$ cat src/rtl/fifo_wr_arbiter.sv
// fifo_wr_arbiter: round-robin arbiter sharing one FIFO write port between
// two requesters (A, B). Each grant captures a one- or two-word payload and
// streams it into the FIFO one word per cycle, stalling while wfull is high.
module fifo_wr_arbiter #(
    parameter int data_width = 8
) (
    input  logic                    clk,
    input  logic                    rst,
    input  logic                    req_a,
    input  logic [2*data_width-1:0] data_a,
    input  logic                    two_a,
    output logic                    ack_a,
    input  logic                    req_b,
    input  logic [2*data_width-1:0] data_b,
    input  logic                    two_b,
    output logic                    ack_b,
    input  logic                    wfull,
    output logic                    winc,
    output logic [data_width-1:0]   wdata,
    output logic                    busy
);
    typedef enum logic [1:0] {
        IDLE  = 2'd0,
        BEAT0 = 2'd1,
        BEAT1 = 2'd2
    } state_t;

    // One requester's payload: length flag plus both words.
    typedef struct packed {
        logic                    two;
        logic [2*data_width-1:0] data;
    } req_t;

    state_t                  state, state_nxt;
    logic                    prio, prio_nxt;    // 0 = A favoured, 1 = B favoured
    logic                    owner, owner_nxt;  // requester owning the current transfer
    logic                    two_r, two_nxt;
    logic [2*data_width-1:0] buf_r, buf_nxt;
    logic [1:0]              ack_r, ack_nxt;

    logic [1:0]              req;
    logic [1:0]              gnt;
    req_t [1:0]              rq;

    assign req   = {req_b, req_a};
    assign rq[0] = {two_a, data_a};
    assign rq[1] = {two_b, data_b};

    // A lone requester always wins; on contention prio breaks the tie.
    assign gnt[0] = req[0] & (~req[1] | ~prio);
    assign gnt[1] = req[1] & (~req[0] |  prio);

    // Next-state, capture and fairness update; prio only moves on completion.
    always_comb begin
        state_nxt = state;
        prio_nxt  = prio;
        owner_nxt = owner;
        two_nxt   = two_r;
        buf_nxt   = buf_r;
        ack_nxt   = 2'b00;
        unique case (state)
            IDLE: begin
                if (|gnt) begin
                    owner_nxt = gnt[1];
                    two_nxt   = rq[gnt[1]].two;
                    buf_nxt   = rq[gnt[1]].data;
                    ack_nxt   = gnt;
                    state_nxt = BEAT0;
                end
            end
            BEAT0: begin
                if (!wfull) begin
                    if (two_r) begin
                        state_nxt = BEAT1;
                    end else begin
                        state_nxt = IDLE;
                        prio_nxt  = ~owner;
                    end
                end
            end
            BEAT1: begin
                if (!wfull) begin
                    state_nxt = IDLE;
                    prio_nxt  = ~owner;
                end
            end
            default: state_nxt = IDLE;
        endcase
    end

    // State and payload registers; reset abandons any transfer in flight.
    always_ff @(posedge clk or posedge rst) begin
        if (rst) begin
            state <= IDLE;
            prio  <= 1'b0;
            owner <= 1'b0;
            two_r <= 1'b0;
            buf_r <= '0;
            ack_r <= 2'b00;
        end else begin
            state <= state_nxt;
            prio  <= prio_nxt;
            owner <= owner_nxt;
            two_r <= two_nxt;
            buf_r <= buf_nxt;
            ack_r <= ack_nxt;
        end
    end

    // Write strobe never fires while full; data is a pure register mux.
    assign winc  = (state != IDLE) & ~wfull;
    assign wdata = (state == BEAT1) ? buf_r[2*data_width-1:data_width]
                                    : buf_r[data_width-1:0];
    assign busy  = (state != IDLE);
    assign ack_a = ack_r[0];
    assign ack_b = ack_r[1];

endmodule

$ cat config.mk
export PLATFORM = sky130hd
export DESIGN_NAME = fifo_wr_arbiter
export DESIGN_NICKNAME = d
export VERILOG_FILES = /design/src/rtl/fifo_wr_arbiter.sv
export SDC_FILE = /design/constraint.sdc
export NUM_CORES = 1
export LEC_CHECK = 0
export CORE_MARGIN = 2
export CORE_UTILIZATION = 43
export CTS_CLUSTER_DIAMETER = 200
export DETAILED_ROUTE_END_ITERATION = 16
export GPL_TIMING_DRIVEN = 0
export HOLD_SLACK_MARGIN = 0.03
export PLACE_DENSITY_LB_ADDON = 0.15
export SLEW_MARGIN = 0
export SYNTH_ARGS = -nofsm -noshare
export SYNTH_HDL_FRONTEND = slang
export SYNTH_SLANG_ARGS = --single-unit
$ cat constraint.sdc
create_clock -name clk -period 1.5 [get_ports clk]
set_input_delay 0.375 -clock clk [delete_from_list [all_inputs] [get_ports clk]]
set_output_delay 0.375 -clock clk [all_outputs]
set_load 0.005 [all_outputs]
* After elaboration in Yosys (flattened, before gate mapping)
Index checks and enable logic that the tools add are counted.
** Storage, ports and cells
- Word-level logic and storage cells :: 44
- Input bits :: 39
- Register bits :: 23
** Operators by class
- Reductions and logical operators :: 7
- Mux-type cells :: 14
- Bitwise logic cells :: 10
- Order comparisons :: 1
- Equality and inequality tests :: 6
** Operator list (count)
- $mux 17 :: 2
- $mux 2 :: 6
- $mux 8 :: 1
- $ne 2x2->1 const B :: 4
- $pmux 2 s3 :: 1
- $not 1->1 :: 5
- $reduce_and 4->1 :: 1
- $reduce_bool 2->1 :: 2
- $and 1x1->1 :: 3
- $mux 1 :: 3
- $reduce_and 3->1 :: 1
- $eq 2x1->1 const B :: 1
- $eq 2x2->1 const B :: 1
- $logic_not 2->1 :: 1
- $lt 1x2->1 const B :: 1
- $or 1x1->1 :: 2
- $pmux 1 s2 :: 1
- $reduce_and 2->1 :: 1
- $reduce_or 2->1 :: 1

* Depth between registers and ports, before layout
- Word-level depth :: 6
- Depth in mapped cells :: 6
- Gate-level depth less buffers :: 3

* Worst setup path before layout
No wires, ideal clock.
- Kind :: register to output
- From :: reg state[0]
- To :: out wdata[0]
- Path slack :: 39 ps
- Data arrival time :: 1086 ps
- Cell stages (with the launch flop) :: 3
- Cells stage by stage :: dfrtp_1 nor2_2 mux2_2
** On the way
- Cells in the longest elaborated chain, start to end :: 2
** RTL lines
- from (decl) :: RTL line 34 : state_t state, state_nxt;
- from (signal assigned) :: RTL line 101 : state <= state_nxt;
- $eq 2x2->1 :: RTL line 112 : assign wdata = (state == BEAT1) ? buf_r[2*data_width-1:data_width]
- $mux 8 :: RTL line 112
- to (decl) :: RTL line 19 : output logic [data_width-1:0] wdata,
Every way passes these cells.

* Final worst setup path
- From :: reg state[0]
- To :: out wdata[3]
The elaborated chain is that of the path after synthesis.

==> flow_summary.yaml <==
status:
  status: "finished with violations"
  violations: "setup timing"
clock_tree:
  cts_hold_buf: 0
  clk_pin_slew_ns: 0.13
  numCtsBuffers: 3
  insertion_delay_ns: 0.32
  clockBufferDepth: 2
  htree_num_levels: 1
  cts_tree: "done"
  cts_root_buf: "clkbuf_4"
  cts_sinks: 23
worst_setup_path:
  r2r_cells: 7
  r2r_start: "state[0]$_DFFE_PP0P_"
  endpoint_kind: "output port"
  cp_max_fo: 6
  reg2reg_to: "state[0]$_DFFE_PP0P_"
  required_ns: 1.12
  critPathArrivalTime_ns: 1.51
  r2r_setup_slack_ns: 0.08
  crit_type: "register to output port"
  worst_setup_path_start_kind: "register"
sta:
  clock.fmax_mhz: 531
  post-route-period-util_pct: 126
  setup_viol: 10
  rsz0062_at_grt: "true"
  period_minus_slack_ns: 1.88
  worst_slew_pin_slew_ns: 0.894
  report.final.slew_viol_count: 0
  clock_skew_ns: 0.00322
  relSlewSlack_pct: 40.3
  hold_viol: 0
  final.setup.worst_slack_ns: -0.383
synth:
  yosys-top-cells-area: "dfrtp_1 (44%), a31oi_2 (9.5%), a21oi_1 (7.6%)"
  avgSynthCellArea_um2: 9.51
  synth_area_mm2: 0.00131
  synth_cells: 138
  post_synth_num_cell_types: 26
  synth_top_cell_by_area: "dfrtp_1"
  yosys_warnings: 0
  synth_top_area_share_pct: 43.9
  ys_seq_area_share_pct: 43.9
  synth_fp_nets: 177
  synth-seq-cells: 23
placement:
  gp_congestion: 0.878
  portBuffers: 50
  post-dp-hpwl_um: 2630
  pre_cts_ws_ns: -0.622
finish:
  drive_gt1_share_pct: 30.5
  area_growth_pct: 57.8
  final_nets: 243
  n_antenna_cell: 0
power:
  vdd_drop_max_mv: 0.853
  p_leak_nw: 0.862
  power_w: 0.00384
  power.density_mw_per_mm2: 1850
global_routing:
  grtUsageTotal_pct: 25.0
  grt_pass1_wl_um: 6620
  grt-ovfl-total: 0
  grt_pass1_vias: 1340
  grt_max_degree: 24
  antenna_found_initial: 0
floorplanning:
  die_height_um: 59.3
  rows: 20
  fp.dieW_um: 59.3
  dieArea_mm2: 0.00351
  num_io_pins: 51
  initial_core_util_pct: 44.1
  core_mm2: 0.00298
routing:
  post-route-drc-count: 0
  avgViaCountPerCell: 5.76
  wl_per_cell_um: 17.0
  via_count: 1359
  finalWirelength_um: 4000
  drt_pass1_iterations: 4
  ant_nets: 0
  first_iter_violations: 105
hold_path:
  hold_end: "ack_r[0]$_DFF_PP0_"
  hold_depth: 2
  hp-class: "primary input to register"
  hp-start: "req_a"
run:
  maxCapViolCount: 0
==> what timing repair did <==
action	in CTS	in global routing
setup buffers	8	5
pin swaps	2	2
resized for setup	69	9
cloned	0	0
endpoints found under the setup margin	25	19
==> metal layers <==
metal	vias to the layer above	share of wire (%)	global-route usage, %
met5	-	0	0
met4	0	1.0	7.47
met3	5	6.6	2.84
met2	61	49	38.1
met1	654	43	37.2
li1	639	-	-
==> critical path, cell delays in order (launching register included) <==
cell and delay [ns]:
dfrtp_2 0.46, nor2_4 0.16, buf_12 0.15, mux2_4 0.31
buf_6 0.11
==> Yosys cell counts, drive strengths merged <==
cell / n
clkbuf: 6
a31o: 1
mux2: 8
o21ai: 18
nand2b: 1
and2: 1
a21oi: 20
nor2: 4
nand2: 1
and2b: 1
a311oi: 1
inv: 6
nor3: 1
a22o: 1
nand3b: 1
dfrtp: 23
and3: 2
a31oi: 17
or2: 2
buf: 6
nand3: 17
==> cells in the final DEF, fill, tap and decap left out, types with 2 or more instances in the layout <==
cell type        instances
o21ai_0                 18
clkbuf_2                 5
mux2_4                   8
and3_1                   2
buf_2                    3
nand3_1                 17
nor2_1                   2
a31oi_2                 10
inv_2                    2
clkbuf_4                 3
clkdlybuf4s50_1         36
buf_6                   14
buf_12                   3
buf_4                    7
dlygate4sd2_1            4
dfrtp_1                 22
a31oi_1                  7
a21oi_1                 20
nor2_4                   2
inv_1                    4
==> where the power goes <==
| group | internal [W] | switching (W) |
|---|---|---|
| sequential | 0.000928 | 0.000221 |
| combinational | 0.00140 | 0.000986 |
| clock | 0.000104 | 0.000204 |
==> cell type report <==
cell class / instances / area (µm²)
multi-input cells: 97 / 683
flip-flops and latches: 23 / 577
fillers: 244 / 907
clock buffers: 4 / 26.3
repair buffers: 63 / 633
well taps: 33 / 41.3
inverters: 6 / 22.5
plain buffers: 10 / 87.6
==> state kept, by name (all words and copies together), names as in the netlist <==
signal	count
owner	1
prio	1
ack_r	2
state	2
two_r	1
buf_r	16
==> cell families (layout without fill, tap and decap cells) <==
logic type	count (synthesis)	count (layout)	share of synthesized area [%]
and+or+nand+nor	31	31	12.5
DFF	23	23	43.9
muxes	8	8	6.86
AOI/OAI and AO/OA	58	58	29.4
buffers and inverters	18	83	7.43
==> metrics by stage <==
step           cells  area, µm²  utilization (%)  setup TNS, ns  hold WS (ns)
2_1_floorplan    138       1310                -              0         0.377
3_3_place_gp     221       1850             62.3         -13.01         0.491
3_5_place_dp     221       1850             62.3         -13.87         0.501
4_1_cts          232       2020             67.9          -3.30         0.516
5_1_grt          236       2070             69.5          -3.87         0.497
6_report         236       2070             69.5          -3.39         0.505
==> worst max-delay path by stage <==
stage | start | to | slack, ns
global route | state[0]$_DFFE_PP0P_ | wdata[2] | -0.43
floorplan | state[0]$_DFFE_PP0P_ | wdata[0] | 0.04
global placement | state[1]$_DFFE_PP0P_ | wdata[3] | -0.60
CTS | state[1]$_DFFE_PP0P_ | wdata[3] | -0.34
detailed placement | state[1]$_DFFE_PP0P_ | wdata[3] | -0.62
finish | state[0]$_DFFE_PP0P_ | wdata[3] | -0.38
(Power assumes the default switching activity.)
